$ cat config.mk
export PLATFORM = sky130hd
export DESIGN_NAME = cpu_ifetch_q
export DESIGN_NICKNAME = d
export VERILOG_FILES = /design/src/rtl/cpu_ifetch_q.sv
export SDC_FILE = /design/constraint.sdc
export NUM_CORES = 1
export LEC_CHECK = 0
export ABC_AREA = 1
export ABC_CLOCK_PERIOD_IN_PS = 5070
export CORE_MARGIN = 2
export CORE_UTILIZATION = 52
export DETAILED_ROUTE_END_ITERATION = 8
export PLACE_DENSITY_LB_ADDON = 0.05
export REMOVE_ABC_BUFFERS = 1
export SLEW_MARGIN = 30
export SYNTH_ARGS = -nofsm -noshare
export SYNTH_HDL_FRONTEND = slang
export SYNTH_SLANG_ARGS = --single-unit
$ cat constraint.sdc
create_clock -name clock -period 5.07 [get_ports clock]
set_input_delay 1.014 -clock clock [delete_from_list [all_inputs] [get_ports clock]]
set_output_delay 1.014 -clock clock [all_outputs]
set_load 0.005 [all_outputs]
$ cat src/rtl/cpu_ifetch_q.sv
// Instruction prefetch queue: credit-based fetch, in-order acks, flush/drop on redirect.
// Optional perf counters (perf_starve, perf_flush) are enabled with CPU_IFETCH_PERF_EN.
module cpu_ifetch_q #(
  parameter int          DEPTH      = 4,
  parameter logic [31:0] RESET_ADDR = 32'hFFFF0000
) (
  input  logic        clock,
  input  logic        reset,
  input  logic        stall,
  input  logic        p2_bubble,
  input  logic        p4_jump_taken,
  input  logic [31:0] p4_jump_addr,
  output logic        cpui_request,
  output logic [31:0] cpui_addr,
  input  logic [31:0] cpui_rdata,
  input  logic        cpui_ack,
  output logic [31:0] p2_instr,
  output logic [31:0] p2_pc,
  output logic        p2_instr_valid,
  output logic [31:0] p3_pc,
  output logic [31:0] p4_pc,
  output logic [31:0] p4_instr
`ifdef CPU_IFETCH_PERF_EN
  ,
  output logic [31:0] perf_starve,
  output logic [31:0] perf_flush
`endif
);

  localparam int CW = $clog2(DEPTH + 1);
  localparam int PW = $clog2(DEPTH);

  logic [31:0]   fetch_pc, ack_pc, last_addr, jump_pc;
  logic [31:0]   q_pc    [DEPTH];
  logic [31:0]   q_instr [DEPTH];
  logic [PW-1:0] rd_ptr, wr_ptr;
  logic [CW-1:0] count, outstanding, drop, outstanding_nxt;
  logic [CW:0]   credit_used;
  logic          ack_valid, ack_drop, push, pop;
  logic [31:0]   p3_pc_q, p3_instr, p4_pc_q, p4_instr_q;

  always_comb begin
    credit_used     = {1'b0, count} + {1'b0, outstanding};
    cpui_request    = !reset && !p4_jump_taken && (credit_used < (CW+1)'(DEPTH));
    cpui_addr       = reset ? RESET_ADDR : (cpui_request ? fetch_pc : last_addr);
    // Acks with nothing outstanding are strays (e.g. from before a reset).
    ack_valid       = cpui_ack && (outstanding != '0);
    ack_drop        = ack_valid && ((drop != '0) || p4_jump_taken);
    push            = ack_valid && !ack_drop;
    outstanding_nxt = outstanding + CW'(cpui_request) - CW'(ack_valid);
    jump_pc         = p4_jump_addr & ~32'h3;
    p2_instr_valid  = !reset && (count != '0);
    p2_pc           = p2_instr_valid ? q_pc[rd_ptr]    : 32'h0;
    p2_instr        = p2_instr_valid ? q_instr[rd_ptr] : 32'h0;
    pop             = p2_instr_valid && !stall && !p2_bubble && !p4_jump_taken;
    p3_pc           = reset ? 32'h0 : p3_pc_q;
    p4_pc           = reset ? 32'h0 : p4_pc_q;
    p4_instr        = reset ? 32'h0 : p4_instr_q;
  end

  always_ff @(posedge clock) begin
    if (push) begin
      q_pc[wr_ptr]    <= ack_pc;
      q_instr[wr_ptr] <= cpui_rdata;
    end
  end

  always_ff @(posedge clock) begin
    if (reset) begin
      fetch_pc    <= RESET_ADDR;
      ack_pc      <= RESET_ADDR;
      last_addr   <= RESET_ADDR;
      rd_ptr      <= '0;
      wr_ptr      <= '0;
      count       <= '0;
      outstanding <= '0;
      drop        <= '0;
    end else begin
      outstanding <= outstanding_nxt;
      if (cpui_request) begin
        fetch_pc  <= fetch_pc + 32'd4;
        last_addr <= fetch_pc;
      end
      if (p4_jump_taken) begin
        // Every request still live after this cycle belongs to the old stream.
        fetch_pc <= jump_pc;
        ack_pc   <= jump_pc;
        rd_ptr   <= '0;
        wr_ptr   <= '0;
        count    <= '0;
        drop     <= outstanding_nxt;
      end else begin
        if (push) begin
          wr_ptr <= wr_ptr + PW'(1);
          ack_pc <= ack_pc + 32'd4;
        end
        if (pop) rd_ptr <= rd_ptr + PW'(1);
        count <= count + CW'(push) - CW'(pop);
        if (ack_drop) drop <= drop - CW'(1);
      end
    end
  end

  always_ff @(posedge clock) begin
    if (reset) begin
      p3_pc_q    <= 32'h0;
      p3_instr   <= 32'h0;
      p4_pc_q    <= 32'h0;
      p4_instr_q <= 32'h0;
    end else begin
      if (!stall) begin
        p3_pc_q    <= p2_pc;
        p3_instr   <= p2_instr;
        p4_pc_q    <= p3_pc_q;
        p4_instr_q <= p3_instr;
      end
      if (p4_jump_taken) begin
        p3_pc_q  <= 32'h0;
        p3_instr <= 32'h0;
      end
    end
  end

`ifdef CPU_IFETCH_PERF_EN
  always_ff @(posedge clock) begin
    if (reset) begin
      perf_starve <= 32'h0;
      perf_flush  <= 32'h0;
    end else begin
      if (!p2_instr_valid && !stall && (perf_starve != 32'hFFFFFFFF))
        perf_starve <= perf_starve + 32'd1;
      if (ack_drop && (perf_flush != 32'hFFFFFFFF))
        perf_flush <= perf_flush + 32'd1;
    end
  end
`endif

endmodule

==> flow_metrics.env <==
export IMPL_crit_fanout=46
export IMPL_reg2reg_to="drop[1]$_SDFFE_PP0P_"
export IMPL_avgSynthCellArea_um2=8.88
export IMPL_rsz0062_at_grt="false"
export IMPL_p_switching_mw=2.24
export IMPL_dpl_hpwl_mm=31.7
export IMPL_clk_path_buf_depth=3
export IMPL_synth_warnings=0
export IMPL_synth_flop_cell="edfxtp_1"
export IMPL_synth_top_area_frac=0.366
export IMPL_worst_setup_path_type="input pin to output port"
export IMPL_synth_edf_count=248
export IMPL_finalWorstSetupSlack_ns=0.677
export IMPL_endpoint_kind="output port"
export IMPL_pwr_share_seq=0.492
export IMPL_gp_congestion=0.896
export IMPL_grt_max_degree=85
export IMPL_pwr_share_comb=0.112
export IMPL_hold_viol_final=0
export IMPL_vdd_drop_max_uv=264
export IMPL_grt_pass1_wl_mm=79.5
export IMPL_clk_latency_ns=0.59
export IMPL_track_usage=0.243
export IMPL_die_y_um=202
export IMPL_rrSetupSlack_ns=2.34
export IMPL_intPower_mw=6.78
export IMPL_holdPathStages=2
export IMPL_synth_seq_cells=479
export IMPL_start_kind="input pin"
export IMPL_r2r_start="count[1]$_SDFF_PP0_"
export IMPL_power_leakage_nw=9.81
export IMPL_cp_arrival_ns=3.38
export IMPL_nFillCells=3316
export IMPL_finalCritPeriodShare=0.866
export IMPL_cellPowerDensity_mw_per_mm2=362
export IMPL_io_buffers=255
export IMPL_dp_cells=2959
export IMPL_die_area_mm2=0.0408
export IMPL_viasPerCell=5.28
export IMPL_skew_ns=0.0166
export IMPL_required_ns=4.06
export IMPL_area_growth_pct=22.0
export IMPL_clock_fmax_mhz=228
export IMPL_synth_area_mm2=0.0204
export IMPL_grt_pass1_vias=15200
export IMPL_yosys_cell_types_count=38
export IMPL_antenna_left=0
export IMPL_die_x_um=202
export IMPL_layoutNonFillerInstCount=3053
export IMPL_clkSinkCount=479
export IMPL_std_cell_rows=72
export IMPL_drive_above_1_share=0.0556
export IMPL_cts_root_buf="clkbuf_16"
export IMPL_min_to="last_addr[1]$_DFF_P_"
export IMPL_pre_cts_ws_ns=0.649
export IMPL_cts_htree_levels=2
export IMPL_cts_reportedPaths_clkPinSlew_ns=0.06
export IMPL_fin_nets=2579
export IMPL_post_dp_cell_area_mm2=0.0233
export IMPL_p_clk_frac=0.396
export IMPL_status="finished clean"
export IMPL_antenna_found_initial=0
export IMPL_relSlewSlack=0.408
export IMPL_timing_reg2reg_worst_path_depth=11
export IMPL_fin_area_mm2=0.0249
export IMPL_yosysTopAreaCell="edfxtp_1"
export IMPL_worst_pin_slew_ns=0.888
export IMPL_drv_cap=0
export IMPL_netlist_instances=2293
export IMPL_synth_area_leaders="edfxtp_1 (37%), dfxtp_1 (23%), o21ai_0 (7.2%), nand2_1 (6.1%), nor2_1 (6.0%)"
export IMPL_min_from="last_addr[1]$_DFF_P_"
export IMPL_cts_tree="done"
export IMPL_finalSetupTns_ns=0
export IMPL_grt_overflow=0
export IMPL_ctsResizeCount=0
export IMPL_setup_violations=0
export IMPL_wl_mm=50.0
export IMPL_async_flop_share=0
export IMPL_cts_buffers=50
export IMPL_finalMaxSlewViolations=0
export IMPL_cts_setup_buffers=0
export IMPL_route_detailed_drc=0
export IMPL_start_util=0.527
export IMPL_hold_path_class="flop to flop"
export IMPL_drt_initial_drc_count=944
export IMPL_wl_per_cell_um=16.4
export IMPL_fin_crit_ns=4.39
export IMPL_p_total_mw=9.01
export IMPL_hold_buffers=0
export IMPL_core_area_mm2=0.0386
export IMPL_seq_area_frac_synth=0.593
export IMPL_first_pass_iters=5
export IMPL_boundaryPins=264
export IMPL_num_vias=16100
export IMPL_antenna_cells=0
export IMPL_switching_share=0.248
flip-flops by register name, summed over array words and instances, names as in the netlist, named ones only:
register / cells
q_instr: 128
q_pc: 120
last_addr: 32
p3_instr: 32
p4_instr_q: 32
ack_pc: 30
fetch_pc: 30
p3_pc_q: 30
p4_pc_q: 30
count: 3
drop: 3
outstanding: 3
rd_ptr: 2
wr_ptr: 2
per-layer routing:
layer | track usage | vias to the layer above | part of all wire
met1 | 0.319 | 7564 | 0.44
li1 | - | 8032 | -
met4 | 0.0804 | 0 | 0.027
met5 | 0 | - | 0
met2 | 0.418 | 444 | 0.48
met3 | 0.0305 | 94 | 0.052
cell usage after synthesis, types with 5 or more instances:
master and n:
clkbuf_1 79, nand2_1 330, nor2_1 325, nand3_1 91, o22ai_1 64, o211ai_1 12
buf_1 8, nand2_2 5, buf_4 18, nor2_2 8, o21ai_0 293, ha_1 14
a21oi_1 176, edfxtp_1 248, xor2_1 5, inv_1 271, o21ai_1 12, buf_2 30
nor2_4 6, nor3_1 8, dfxtp_1 231, nand3b_1 11, nand4_1 22
how the worst max path moves through the flow:
stage	startpoint	endpoint	slack [ns]	depth (start not counted)
2_1_floorplan	flop	p2_instr[0]	0.18	5
3_3_place_gp	p4_jump_taken	cpui_addr[26]	0.63	7
4_1_cts	p4_jump_taken	cpui_addr[26]	0.64	7
6_report	p4_jump_taken	cpui_addr[26]	0.68	7
3_5_place_dp	p4_jump_taken	cpui_addr[26]	0.65	7
5_1_grt	p4_jump_taken	cpui_addr[26]	0.49	7
worst max-delay path, cell delays in order:
cell and delay [ns]:
clkdlybuf4s50_1 0.51, nor2_8 0.17, nand4_4 0.55, nor2_1 0.42, a21oi_1 0.07, nand2_1 0.10, clkdlybuf4s50_1 0.53
final cells by class:
type	count	area [um^2]	area share
Multi-Input combinational cell	1404	6670	0.268
Clock inverter	26	223	0.00896
Sequential cell	479	12100	0.486
Tap cell	518	648	0.0261
Timing Repair Buffer	281	2820	0.113
Inverter	277	1050	0.0421
Clock buffer	68	1390	0.0559
through the flow:
| stage | hold slack (ns) | utilization |
|---|---|---|
| 2_1_floorplan | 0.419 | - |
| 3_3_place_gp | 0.414 | 0.602 |
| 3_5_place_dp | 0.413 | 0.602 |
| 4_1_cts | 0.424 | 0.643 |
| 5_1_grt | 0.448 | 0.643 |
| 6_report | 0.423 | 0.643 |
cells by family (layout without fill, tap and decap cells):
group           after synthesis  in the layout  share of synthesized area
simple gates                812            812                      0.167
compound gates              561            561                      0.144
flops                       479            479                      0.593
buf+inv                     415            652                     0.0827
fa+ha+maj                    16             16                     0.0106
xor+xnor                      9              9                    0.00387
other cells                   1              6                   0.000184
power groups by stage:
stage	registers [mW]	logic [mW]	clock network, mW
after floorplan	4.48	0.582	0
final	4.43	1.01	3.57
after global routing	4.45	1.14	3.80
after CTS	4.43	1.02	3.64
after global placement	4.50	0.991	0
after detailed placement	4.51	1.01	0
placed cells by master, fill, tap and decap left out, types with 7 or more instances in the layout:
master and count:
a21oi_1 176, nor3_1 8, edfxtp_1 248, nand3b_1 11, inv_1 270, nor2_2 8
o22ai_1 64, clkbuf_1 11, o21ai_1 12, clkbuf_16 50, nor2_4 10, buf_4 22
nand4_1 22, dfxtp_1 229, clkinv_2 17, o211ai_1 12, clkdlybuf4s50_1 253, nand2_1 330
nand3_1 91, ha_1 14, o21ai_0 293, clkbuf_8 7, nor2_1 321
(Power assumes the default switching activity.)
